`src/rtl/edge_detect_pkg.sv`:
```
// rtl/edge_detect_pkg.sv - shared edge-mode constants and helpers for multi_edge_detect
package edge_detect_pkg;

  localparam logic [1:0] EDGE_OFF  = 2'b00;
  localparam logic [1:0] EDGE_RISE = 2'b01;
  localparam logic [1:0] EDGE_FALL = 2'b10;
  localparam logic [1:0] EDGE_BOTH = 2'b11;

  // Ceiling log2; returns 0 for values <= 1.
  function automatic int clog2(input int value);
    int result;
    int rem;
    result = 0;
    rem = value - 1;
    while (rem > 0) begin
      result = result + 1;
      rem = rem >> 1;
    end
    return result;
  endfunction

endpackage

```
`src/rtl/multi_edge_detect_if.sv`:
```
// rtl/multi_edge_detect_if.sv - channel input/output bundle for multi_edge_detect
interface multi_edge_detect_if
  import edge_detect_pkg::*;
#(
  parameter int CHANNELS  = 4,
  parameter int CNT_WIDTH = 8
);

  logic [CHANNELS-1:0]           ASYNC_IN;
  logic [2*CHANNELS-1:0]         MODE_IN;
  logic [CHANNELS-1:0]           CLEAR_IN;
  logic [CHANNELS-1:0]           LEVEL_OUT;
  logic [CHANNELS-1:0]           DETECT_OUT;
  logic [CHANNELS-1:0]           SEEN_OUT;
  logic [CHANNELS*CNT_WIDTH-1:0] COUNT_OUT;

  modport master (
    output ASYNC_IN, MODE_IN, CLEAR_IN,
    input  LEVEL_OUT, DETECT_OUT, SEEN_OUT, COUNT_OUT
  );

  modport slave (
    input  ASYNC_IN, MODE_IN, CLEAR_IN,
    output LEVEL_OUT, DETECT_OUT, SEEN_OUT, COUNT_OUT
  );

endinterface

```
`src/rtl/edge_channel.sv`:
```
// rtl/edge_channel.sv - one channel: synchroniser, stability filter, edge qualify, counter, sticky flag
module edge_channel
  import edge_detect_pkg::*;
#(
  parameter int SYNC_STAGES = 2,
  parameter int FILTER_LEN  = 2,
  parameter int CNT_WIDTH   = 8
) (
  input  logic                 clk,
  input  logic                 resetn,
  input  logic                 async_in,
  input  logic [1:0]           mode,
  input  logic                 clear,
  output logic                 level,
  output logic                 detect,
  output logic                 seen,
  output logic [CNT_WIDTH-1:0] count
);

  localparam int                   FW      = clog2(FILTER_LEN + 1);
  localparam logic [FW-1:0]        FLIP_AT = FW'(FILTER_LEN - 1);
  localparam logic [CNT_WIDTH-1:0] CNT_MAX = '1;

  logic [SYNC_STAGES-1:0] sync_chain;
  logic                   sync_q;
  logic [FW-1:0]          fcnt;
  logic                   flip;
  logic                   qualified;
  logic                   event_q;

  assign sync_q = sync_chain[SYNC_STAGES-1];
  assign flip   = (sync_q != level) && (fcnt == FLIP_AT);

  // A flip is reported only when the current mode enables that direction;
  // the new level equals sync_q, so sync_q tells rise from fall.
  always_comb begin
    qualified = 1'b0;
    if (sync_q) qualified = (mode & EDGE_RISE) != EDGE_OFF;
    else        qualified = (mode & EDGE_FALL) != EDGE_OFF;
  end

  // Shift the asynchronous input through the synchroniser chain.
  always_ff @(posedge clk) begin
    if (!resetn) sync_chain <= '0;
    else         sync_chain <= {sync_chain[SYNC_STAGES-2:0], async_in};
  end

  // Stability filter: level follows sync_q only after FILTER_LEN differing cycles.
  always_ff @(posedge clk) begin
    if (!resetn) begin
      level   <= 1'b0;
      fcnt    <= '0;
      event_q <= 1'b0;
    end else begin
      event_q <= flip && qualified;
      if (sync_q == level) begin
        fcnt <= '0;
      end else if (flip) begin
        level <= sync_q;
        fcnt  <= '0;
      end else begin
        fcnt <= fcnt + FW'(1);
      end
    end
  end

  // Detect pulse, saturating counter and sticky flag share one edge; an event wins over clear.
  always_ff @(posedge clk) begin
    if (!resetn) begin
      detect <= 1'b0;
      seen   <= 1'b0;
      count  <= '0;
    end else begin
      detect <= event_q;
      if (event_q) begin
        seen <= 1'b1;
        if (clear)                count <= CNT_WIDTH'(1);
        else if (count != CNT_MAX) count <= count + CNT_WIDTH'(1);
      end else if (clear) begin
        seen  <= 1'b0;
        count <= '0;
      end
    end
  end

endmodule

```
`src/rtl/multi_edge_detect.sv`:
```
// rtl/multi_edge_detect.sv - CHANNELS independent debounced edge detectors with counters
module multi_edge_detect
  import edge_detect_pkg::*;
#(
  parameter int CHANNELS    = 4,
  parameter int SYNC_STAGES = 2,
  parameter int FILTER_LEN  = 2,
  parameter int CNT_WIDTH   = 8
) (
  input  logic                SYNC_CLK_IN,
  input  logic                RESET_N_IN,
  multi_edge_detect_if.slave  bus
);

  for (genvar i = 0; i < CHANNELS; i++) begin : g_ch
    edge_channel #(
      .SYNC_STAGES (SYNC_STAGES),
      .FILTER_LEN  (FILTER_LEN),
      .CNT_WIDTH   (CNT_WIDTH)
    ) u_ch (
      .clk      (SYNC_CLK_IN),
      .resetn   (RESET_N_IN),
      .async_in (bus.ASYNC_IN[i]),
      .mode     (bus.MODE_IN[2*i +: 2]),
      .clear    (bus.CLEAR_IN[i]),
      .level    (bus.LEVEL_OUT[i]),
      .detect   (bus.DETECT_OUT[i]),
      .seen     (bus.SEEN_OUT[i]),
      .count    (bus.COUNT_OUT[CNT_WIDTH*i +: CNT_WIDTH])
    );
  end

endmodule
```
`src/flat_wrapper.sv`:
```
// flat-port wrapper written by rule: the top's interface ports become plain ports
module multi_edge_detect_flat import edge_detect_pkg::*;
#(
  parameter int CHANNELS    = 4,
  parameter int SYNC_STAGES = 2,
  parameter int FILTER_LEN  = 2,
  parameter int CNT_WIDTH   = 8
)
  (SYNC_CLK_IN, RESET_N_IN, bus_ASYNC_IN, bus_MODE_IN, bus_CLEAR_IN, bus_LEVEL_OUT, bus_DETECT_OUT, bus_SEEN_OUT, bus_COUNT_OUT);
  multi_edge_detect_if #(.CHANNELS(CHANNELS), .CNT_WIDTH(CNT_WIDTH)) bus_i ();
  input  logic SYNC_CLK_IN;
  input  logic RESET_N_IN;
  input wire logic [$bits(bus_i.ASYNC_IN)-1:0] bus_ASYNC_IN;
  input wire logic [$bits(bus_i.MODE_IN)-1:0] bus_MODE_IN;
  input wire logic [$bits(bus_i.CLEAR_IN)-1:0] bus_CLEAR_IN;
  output wire logic [$bits(bus_i.LEVEL_OUT)-1:0] bus_LEVEL_OUT;
  output wire logic [$bits(bus_i.DETECT_OUT)-1:0] bus_DETECT_OUT;
  output wire logic [$bits(bus_i.SEEN_OUT)-1:0] bus_SEEN_OUT;
  output wire logic [$bits(bus_i.COUNT_OUT)-1:0] bus_COUNT_OUT;
  assign bus_i.ASYNC_IN = bus_ASYNC_IN;
  assign bus_i.MODE_IN = bus_MODE_IN;
  assign bus_i.CLEAR_IN = bus_CLEAR_IN;
  assign bus_LEVEL_OUT = bus_i.LEVEL_OUT;
  assign bus_DETECT_OUT = bus_i.DETECT_OUT;
  assign bus_SEEN_OUT = bus_i.SEEN_OUT;
  assign bus_COUNT_OUT = bus_i.COUNT_OUT;
  multi_edge_detect #(.CHANNELS(CHANNELS), .SYNC_STAGES(SYNC_STAGES), .FILTER_LEN(FILTER_LEN), .CNT_WIDTH(CNT_WIDTH)) u_core (.SYNC_CLK_IN(SYNC_CLK_IN), .RESET_N_IN(RESET_N_IN), .bus(bus_i));
endmodule
```
`config.mk`:
```
export PLATFORM = sky130hd
export DESIGN_NAME = multi_edge_detect_flat
export DESIGN_NICKNAME = d
export VERILOG_FILES = /design/src/rtl/edge_detect_pkg.sv /design/src/rtl/multi_edge_detect_if.sv /design/src/rtl/edge_channel.sv /design/src/rtl/multi_edge_detect.sv /design/src/flat_wrapper.sv
export SDC_FILE = /design/constraint.sdc
export NUM_CORES = 1
export LEC_CHECK = 0
export BUFFER_PORTS_ARGS = -buffer_cell sky130_fd_sc_hd__buf_2
export CAP_MARGIN = 20
export CORE_MARGIN = 10
export CORE_UTILIZATION = 35
export DETAILED_ROUTE_END_ITERATION = 12
export MAX_ROUTING_LAYER = met4
export SLEW_MARGIN = 20
export SYNTH_ARGS = -nofsm -noshare
export SYNTH_HDL_FRONTEND = slang
export SYNTH_SLANG_ARGS = --single-unit
export TNS_END_PERCENT = 100
```
`constraint.sdc`:
```
create_clock -name SYNC_CLK_IN -period 1.54 [get_ports SYNC_CLK_IN]
set_clock_uncertainty 0.15 [all_clocks]
set_input_delay 0 -clock SYNC_CLK_IN [delete_from_list [all_inputs] [get_ports SYNC_CLK_IN]]
set_output_delay 0 -clock SYNC_CLK_IN [all_outputs]
set_load 0.02 [all_outputs]
```
Word level (Yosys, flattened, before mapping)
Index checks and enable logic that the tools add are counted.
Widths: inputs -> output; s select.
{ "totals": {"in_bits": 18, "regBits": 64, "output_inout_bits": 44, "wordCells": 113} }
{ "classes": {"reduce_logical": 28, "addsub": 8, "eq_ne": 16, "muxes": 28, "bitwise_logic": 5} }
{ "op_table": {"columns": ["cell", "count"], "rows": [
  ["$mux 8", 16],
  ["$add 8x1->8 const B", 4],
  ["$ne 8x8->1 const B", 4],
  ["$reduce_and 2->1", 8],
  ["$reduce_bool 2->1", 8],
  ["$mux 1", 12],
  ["$reduce_or 3->1", 4],
  ["$add 2x1->2 const B", 4],
  ["$eq 2x1->1 const B", 4],
  ["$logic_and 1x1->1", 8],
  ["$not 1->1", 5],
  ["$eq 1x1->1", 4],
  ["$ne 1x1->1", 4]
]} }

Depth between registers and ports, before layout
Gate-level depths: netlist of run 1.
{ "depth": {"ltp_word": 4, "depth_mapped": 5, "depth_no_buf": 5} }

Cells and area by module
Synthesis of run 1 repeated with hierarchy kept, for this count alone.
{ "unflattened": {"hier_cells": 304, "area_unflattened_um2": 2817.7} }
{ "by_module_without_submodules": {"columns": ["module", "area_each_um2", "n_inst", "cells_each", "seq_area_each_um2"], "rows": [
  ["edge_channel", 704.4, 4, 76, 320.3]
]} }

Least setup slack after synthesis of run 1
No wires, ideal clock.
{ "synth_path": {"path_kind": "reg-to-reg", "from": "reg u_core.g_ch[3].u_ch.count[0]", "to": "reg u_core.g_ch[3].u_ch.count[0]", "arrival_time_ps": 1510, "stages_incl_launch_ff": 6, "synth_period_minus_slack_ps": 1734, "path_slack_ps": -194, "n_path_buf": 0, "t_required_ps": 1317, "setup_time_ps": 73, "cell_sequence": "dfxtp_1 ha_1 and4_4 nand4_4 mux2_4 o211ai_2"} }
{ "synth_between": {"elab_chain_cells": 4} }
{ "synth_rtl": {"columns": ["element", "line", "rtl"], "rows": [
  ["from (decl)", "edge_channel.sv:17", "output logic [CNT_WIDTH-1:0] count"],
  ["from (signal assigned)", "edge_channel.sv:78", "else if (count != CNT_MAX) count <= count + CNT_WIDTH'(1);"],
  ["$add 8x1->8", "edge_channel.sv:78", null],
  ["$mux 8", "edge_channel.sv:78", null],
  ["$mux 8", "edge_channel.sv:77", "if (clear) count <= CNT_WIDTH'(1);"],
  ["$mux 8", "edge_channel.sv:75", "if (event_q) begin"]
]} }
Parallel ways exist; a longest one is shown, timed or not. The select of a mux whose other input is x is not followed.
A chain may end at the register's enable or synchronous reset.

Final worst setup path of run 1
{ "layout_path": {"from": "reg u_core.g_ch[3].u_ch.count[1]", "to": "reg u_core.g_ch[3].u_ch.count[0]"} }
{ "layout_between": {"elab_chain_cells": 3} }
{ "layout_rtl": {"columns": ["element", "line"], "rows": [
  ["$ne 8x8->1", "edge_channel.sv:78"],
  ["$reduce_bool 2->1 (no source line)", null],
  ["$reduce_and 2->1 (no source line)", null]
]} }
No other way between the ends.

==> flow_metrics.env, run 1 <==
export IMPL_num_rows=32
export IMPL_multi_input_area_mm2=0.00143
export IMPL_synth_nets=339
export IMPL_area_growth_pct=31.6
export IMPL_antennaDiodeCount=0
export IMPL_r2r_start="u_core.g_ch[3].u_ch.count[1]"
export IMPL_syn_area_mm2=0.00284
export IMPL_gp_congestion=0.797
export IMPL_drtPass1Iterations=4
export IMPL_holdWs_ns=-0.0425
export IMPL_ys_seq_area_share_pct=45.1
export IMPL_relSlewSlack_pct=75.6
export IMPL_synth_top_area_share_pct=45.1
export IMPL_die_w_um=110
export IMPL_tritoncts="built"
export IMPL_synth_area_leaders="dfxtp_1 45%, nor2_1 5.0%, ha_1 3.5%"
export IMPL_n_fill_cell=804
export IMPL_crit_chain="ha_4 > and4_4 > nand4_4 > mux2_4 > o211ai_2"
export IMPL_period_minus_slack_ns=1.50
export IMPL_worst_pin_slew_ns=0.366
export IMPL_cp_slowest_cell="dfxtp_4"
export IMPL_coreArea_mm2=0.00781
export IMPL_synth_edf_count=0
export IMPL_peakVddDrop_mv=0.418
export IMPL_required_ns=1.65
export IMPL_avgViaCountPerCell=4.77
export IMPL_cts_sinks=64
export IMPL_fmax_ghz=0.666
export IMPL_start_util_pct=36.4
export IMPL_final_nets=432
export IMPL_die_h_um=110
export IMPL_synth_seq_cells=64
export IMPL_yosysMostFrequentCell="dfxtp_1"
export IMPL_drt_iter0_markers=47
export IMPL_post_route_drc_count=0
export IMPL_clk_insertion_delay_late_ns=0.33
export IMPL_antenna_found_initial=0
export IMPL_drtAntennaViolNets=0
export IMPL_p_leak_nw=1.59
export IMPL_dp_hpwl_mm=4.84
export IMPL_portBuffers=61
export IMPL_crit_buf_inv=0
export IMPL_drv_cap=0
export IMPL_synth_cells=313
export IMPL_synthFlopType="dfxtp_1"
export IMPL_cts_clk_slew_worst_paths_ns=0.08
export IMPL_status="complete, but fails checks"
export IMPL_setup_ws_ns=0.0382
export IMPL_maxSlewViolCount=0
export IMPL_grt_ovfl_total=0
export IMPL_drive_gt1_share_pct=31.4
export IMPL_cp_slowest_stage_delay_ns=0.36
export IMPL_dr_total_vias=2449
export IMPL_root_buffer="clkbuf_8"
export IMPL_violations="negative hold slack"
export IMPL_post_route_period_util_pct=97.5
export IMPL_grt_pass1_vias=2419
export IMPL_hold_path_startpoint="bus_MODE_IN[4]"
export IMPL_synth_top_cell_by_area="dfxtp_1"
export IMPL_die_area_mm2=0.0121
export IMPL_seq_area_mm2=0.00130
export IMPL_ios=62
export IMPL_arrival_ns=1.61
export IMPL_ys_top_cells_by_count="64 x dfxtp_1, 38 x nor2_1, 17 x nand2_1"
export IMPL_finalHoldViolations=1
export IMPL_setup_violations=0
export IMPL_grt_pass1_wl_mm=11.0
export IMPL_powerDensity_mw_per_mm2=823
export IMPL_hold_class="in2reg"
export IMPL_crit_path_start="u_core.g_ch[3].u_ch.count[1]"
export IMPL_cp_top_family="simple AND/OR/NAND/NOR gates"
export IMPL_ctsLongestPathBuffers=2
export IMPL_cts_buffers=9
export IMPL_grt_start_max_net_pins=20
export IMPL_yosys_warnings=0
export IMPL_avgSynthCellArea_um2=9.08
export IMPL_end_kind="register"
export IMPL_synth_cell_type_count=48
export IMPL_htree_levels=3
export IMPL_wl_mm=6.67
export IMPL_async_reset_ff_share_pct=0
export IMPL_cp_start_kind="register"
export IMPL_post_drt_wl_per_cell_um=13.0
export IMPL_cp_max_fo=4
export IMPL_crit_type="reg2reg"
export IMPL_grt_usage_pct=11.5
export IMPL_rsz0062_at_grt="true"
export IMPL_post_place_ws_ns=-0.000637
[where the power goes]
part           leakage [nW]  total [mW]  internal, mW  switching [mW]
registers             0.524        1.67          1.67         0.00859
clock network        0.0813        1.27         0.622           0.648
logic                 0.980       0.132        0.0731          0.0589
total                  1.59        3.08          2.36           0.716
[what timing repair did]
item                       in CTS  in global routing
setup endpoints to repair       1                 14
buffers inserted                1                  1
resized for setup               0                 16
hold endpoints to repair       31                  0
hold buffers                   18                  0
pin swaps                       1                  3
[layout by cell type, fill, tap and decap left out, types with 3 or more instances in the layout]
master / synthesis / layout
a21oi_1: 11 / 10
a211oi_1: 6 / 6
dlygate4sd3_1: 0 / 17
or3_1: 3 / 3
nor2b_1: 8 / 8
and4_1: 4 / 4
xor2_1: 9 / 9
nand4_1: 8 / 8
nand3_1: 12 / 10
o21ai_1: 6 / 6
o21a_1: 3 / 3
dfxtp_2: 0 / 10
clkinvlp_4: 0 / 3
dfxtp_1: 64 / 52
buf_4: 13 / 24
nand3b_1: 9 / 9
buf_2: 3 / 60
and2_1: 12 / 12
mux2i_1: 7 / 7
o21bai_1: 4 / 4
o21ai_0: 11 / 11
inv_1: 9 / 9
nand2b_1: 4 / 4
nand2_1: 17 / 17
ha_1: 8 / 4
and3_1: 5 / 5
a31oi_1: 5 / 5
nor3b_1: 3 / 3
nor3_1: 7 / 7
nor2_1: 38 / 37
clkbuf_8: 0 / 10
[state kept, by name, indices dropped and copies added (netlist names)]
| signal | cells |
|---|---|
| u_core.g_ch.u_ch.fcnt | 8 |
| u_core.g_ch.u_ch.event_q | 4 |
| u_core.g_ch.u_ch.level | 4 |
| u_core.g_ch.u_ch.detect | 4 |
| u_core.g_ch.u_ch.sync_chain | 8 |
| u_core.g_ch.u_ch.count | 32 |
| u_core.g_ch.u_ch.seen | 4 |
[worst paths after layout]
kind                                        to  slack, ns  cells after the start
hold / removal     u_core.g_ch[2].u_ch.event_q      -0.04                      4
setup / recovery  u_core.g_ch[3].u_ch.count[0]       0.04                      5
setup reg to reg  u_core.g_ch[3].u_ch.count[0]       0.04                      5
hold reg to reg    u_core.g_ch[1].u_ch.fcnt[0]       0.27                      1
[layout make-up]
class                           instances  area share (%)
Multi-Input combinational cell        219            38.3
Sequential cell                        64            34.8
Timing Repair Buffer                  103            17.9
Clock buffer                           11            3.78
Tap cell                              102            3.41
Inverter                                9           0.903
Clock inverter                          5           0.870
[metrics by stage]
stage          utilization, %  std cells  setup TNS [ns]  total power [mW]  area [µm²]
6_report                 47.9        513               0              3.08        3740
5_1_grt                  47.9        513         -0.0217              3.24        3740
3_3_place_gp             42.7        478               0              1.81        3330
4_1_cts                  47.3        513               0              3.13        3690
2_1_floorplan               -        313         -0.0169              1.77        2870
3_5_place_dp             42.7        478       -0.000637              1.81        3330
[routing by layer]
metal  global-route usage (%)  part of all wire (%)  vias up
li1                         -                     -     1277
met1                     13.7                    46     1119
met2                     17.6                    46       48
met3                     4.00                   6.7        5
met4                     4.31                   1.0        0
met5                        -                     0        -
[tightest hold or removal path: stages]
cell and delay, ns:
buf_2 0.11, nand2_1 0.06, o21ai_0 0.06, and3_1 0.17
[kinds of logic after synthesis]
logic type	after synthesis	share of synthesized area (%)
buffers and inverters	30	6.08
muxes	8	2.99
and+or+nand+nor	139	27.2
DFF	64	45.1
adders and majority gates	8	3.52
AOI/OAI and AO/OA	54	12.1
xor gates and xnor gates	10	3.08
No activity file was read; power rests on OpenSTA's default activity.
==> run 2: changes to the inputs <==
--- a/config.mk
+++ b/config.mk
@@ -7,10 +7,12 @@
 export LEC_CHECK = 0
 export BUFFER_PORTS_ARGS = -buffer_cell sky130_fd_sc_hd__buf_2
 export CAP_MARGIN = 20
+export CORE_ASPECT_RATIO = 1.4
 export CORE_MARGIN = 10
 export CORE_UTILIZATION = 35
 export DETAILED_ROUTE_END_ITERATION = 12
 export MAX_ROUTING_LAYER = met4
+export SETUP_SLACK_MARGIN = 0.2
 export SLEW_MARGIN = 20
 export SYNTH_ARGS = -nofsm -noshare
 export SYNTH_HDL_FRONTEND = slang
==> run 2 against run 1 <==
  * The flow now finishes without violations
  * Highest routed layer unchanged
  * First-iteration DRC count increased by 68%
  * Hold slack improved by 0.30 ns
  * Fmax rose by 3.4%
  * Global-route usage up 0.67 points
  * Largest power group unchanged
==> flow_metrics.env, run 2 (synthesis results as in run 1) <==
export IMPL_final_common_cell="buf_2"
export IMPL_wl_mm=6.89
export IMPL_ios=62
export IMPL_fmax_ghz=0.689
export IMPL_hold_class="in2reg"
export IMPL_status="finished clean"
export IMPL_holdWs_ns=0.255
export IMPL_post_place_ws_ns=-0.0156
export IMPL_tritoncts="built"
export IMPL_post_route_period_util_pct=94.3
export IMPL_avgViaCountPerCell=4.89
export IMPL_top_register="u_core.g_ch.u_ch.count"
export IMPL_p_leak_nw=1.70
export IMPL_antenna_found_initial=0
export IMPL_period_minus_slack_ns=1.45
export IMPL_finalSetupTns_ns=0
export IMPL_setup_violations=0
export IMPL_largest_register_ffs=32
export IMPL_drtPass1Iterations=4
export IMPL_dp_hpwl_mm=4.69
export IMPL_portBuffers=61
export IMPL_peakVddDrop_mv=0.596
export IMPL_reg_top3="u_core.g_ch.u_ch.count: 32 flops, u_core.g_ch.u_ch.fcnt: 8 flops, u_core.g_ch.u_ch.sync_chain: 8 flops"
export IMPL_htree_levels=3
export IMPL_cts_buffers=9
export IMPL_die_h_um=127
export IMPL_post_drt_wl_per_cell_um=13.3
export IMPL_gp_congestion=0.769
export IMPL_clk_insertion_delay_late_ns=0.34
export IMPL_grt_pass1_vias=2572
export IMPL_mostFrequentLayoutCells="60 x buf_2, 34 x nor2_1, 33 x dfxtp_1, 30 x buf_4"
export IMPL_die_area_mm2=0.0122
export IMPL_area_growth_pct=43.1
export IMPL_drtAntennaViolNets=0
export IMPL_cts_clk_slew_worst_paths_ns=0.07
export IMPL_arrival_ns=1.57
export IMPL_final_nets=440
export IMPL_grt_ovfl_total=0
export IMPL_num_rows=38
export IMPL_grt_usage_pct=12.2
export IMPL_required_ns=1.66
export IMPL_start_util_pct=36.2
export IMPL_ctsLongestPathBuffers=2
export IMPL_antennaDiodeCount=0
export IMPL_dr_total_vias=2537
export IMPL_cp_start_kind="register"
export IMPL_root_buffer="clkbuf_8"
export IMPL_cts_sinks=64
export IMPL_cp_max_fo=4
export IMPL_power_mw=3.38
export IMPL_end_kind="register"
export IMPL_grt_pass1_wl_mm=11.6
export IMPL_drv_cap=0
export IMPL_grt_start_max_net_pins=14
export IMPL_maxSlewViolCount=0
export IMPL_rsz0062_at_grt="true"
export IMPL_die_w_um=96.2
export IMPL_post_route_drc_count=0
export IMPL_drive_gt1_share_pct=43.2
export IMPL_crit_type="reg2reg"
export IMPL_worst_pin_slew_ns=0.288
export IMPL_setup_ws_ns=0.0882
export IMPL_powerDensity_mw_per_mm2=830
export IMPL_finalHoldViolations=0
export IMPL_drt_iter0_markers=79
export IMPL_relSlewSlack_pct=80.7
export IMPL_coreArea_mm2=0.00785
run 2: cell types whose count changed in the layout (fill, tap and decap cells not counted), moves of 3 or more:
cell        before  now
nor2_1          37   34
dfxtp_1         52   33
a21oi_1         10    7
dfxtp_4          2   14
clkinvlp_4       3    0
nor2_2           1    4
o21ai_2          0    3
a21oi_2          1    4
nand3_1         10    7
buf_4           24   30
dfxtp_2         10   17
run 2: worst paths after layout:
| kind | from | cells past startpoint | end | slack, ns |
|---|---|---|---|---|
| max | u_core.g_ch[3].u_ch.count[1] | 5 | u_core.g_ch[3].u_ch.count[0] | 0.09 |
| min | bus_ASYNC_IN[2] | 3 | u_core.g_ch[2].u_ch.sync_chain[0] | 0.25 |
| max reg2reg | u_core.g_ch[3].u_ch.count[1] | 5 | u_core.g_ch[3].u_ch.count[0] | 0.09 |
| min reg2reg | u_core.g_ch[1].u_ch.fcnt[0] | 1 | u_core.g_ch[1].u_ch.fcnt[0] | 0.27 |
run 2: power breakdown:
part           internal [mW]  switching, mW
clock network          0.931          0.651
registers               1.64        0.00860
logic                 0.0770         0.0624
run 2: cell type report:
type / instances / area, µm²
well taps: 100 / 125
repair buffers: 111 / 737
inverters: 9 / 33.8
flip-flops and latches: 64 / 1360
clock inverters: 4 / 48.8
fillers: 741 / 3780
multi-input cells: 219 / 1590
clock buffers: 12 / 176
run 2: layer usage:
metal  GRT usage, %  part of all wire (%)
met2           20.1                    51
met1           12.8                    42
met4           5.83                   1.7
met3           3.78                   5.1
met5              -                     0
run 2: per-stage QoR:
stage / cells / util (%) / cell area (µm²)
2_1_floorplan: 313 / - / 2980
3_3_place_gp: 462 / 42.5 / 3340
3_5_place_dp: 462 / 42.5 / 3340
4_1_cts: 510 / 49.5 / 3880
5_1_grt: 519 / 51.8 / 4070
6_report: 519 / 51.8 / 4070
run 2: critical path, stage by stage, from the launching register on:
cell,delay (ns)
dfxtp_4,0.36
ha_4,0.13
and4_4,0.22
nand4_4,0.11
mux2_4,0.29
o211ai_2,0.12
run 2: repair_timing:
action,4_1_cts,5_1_grt
hold endpoints to repair,25,0
setup buffers,15,9
gates cloned,0,0
endpoints found under the setup margin,12,32
resized for setup,9,37
hold buffers,17,0
pin swaps,16,31
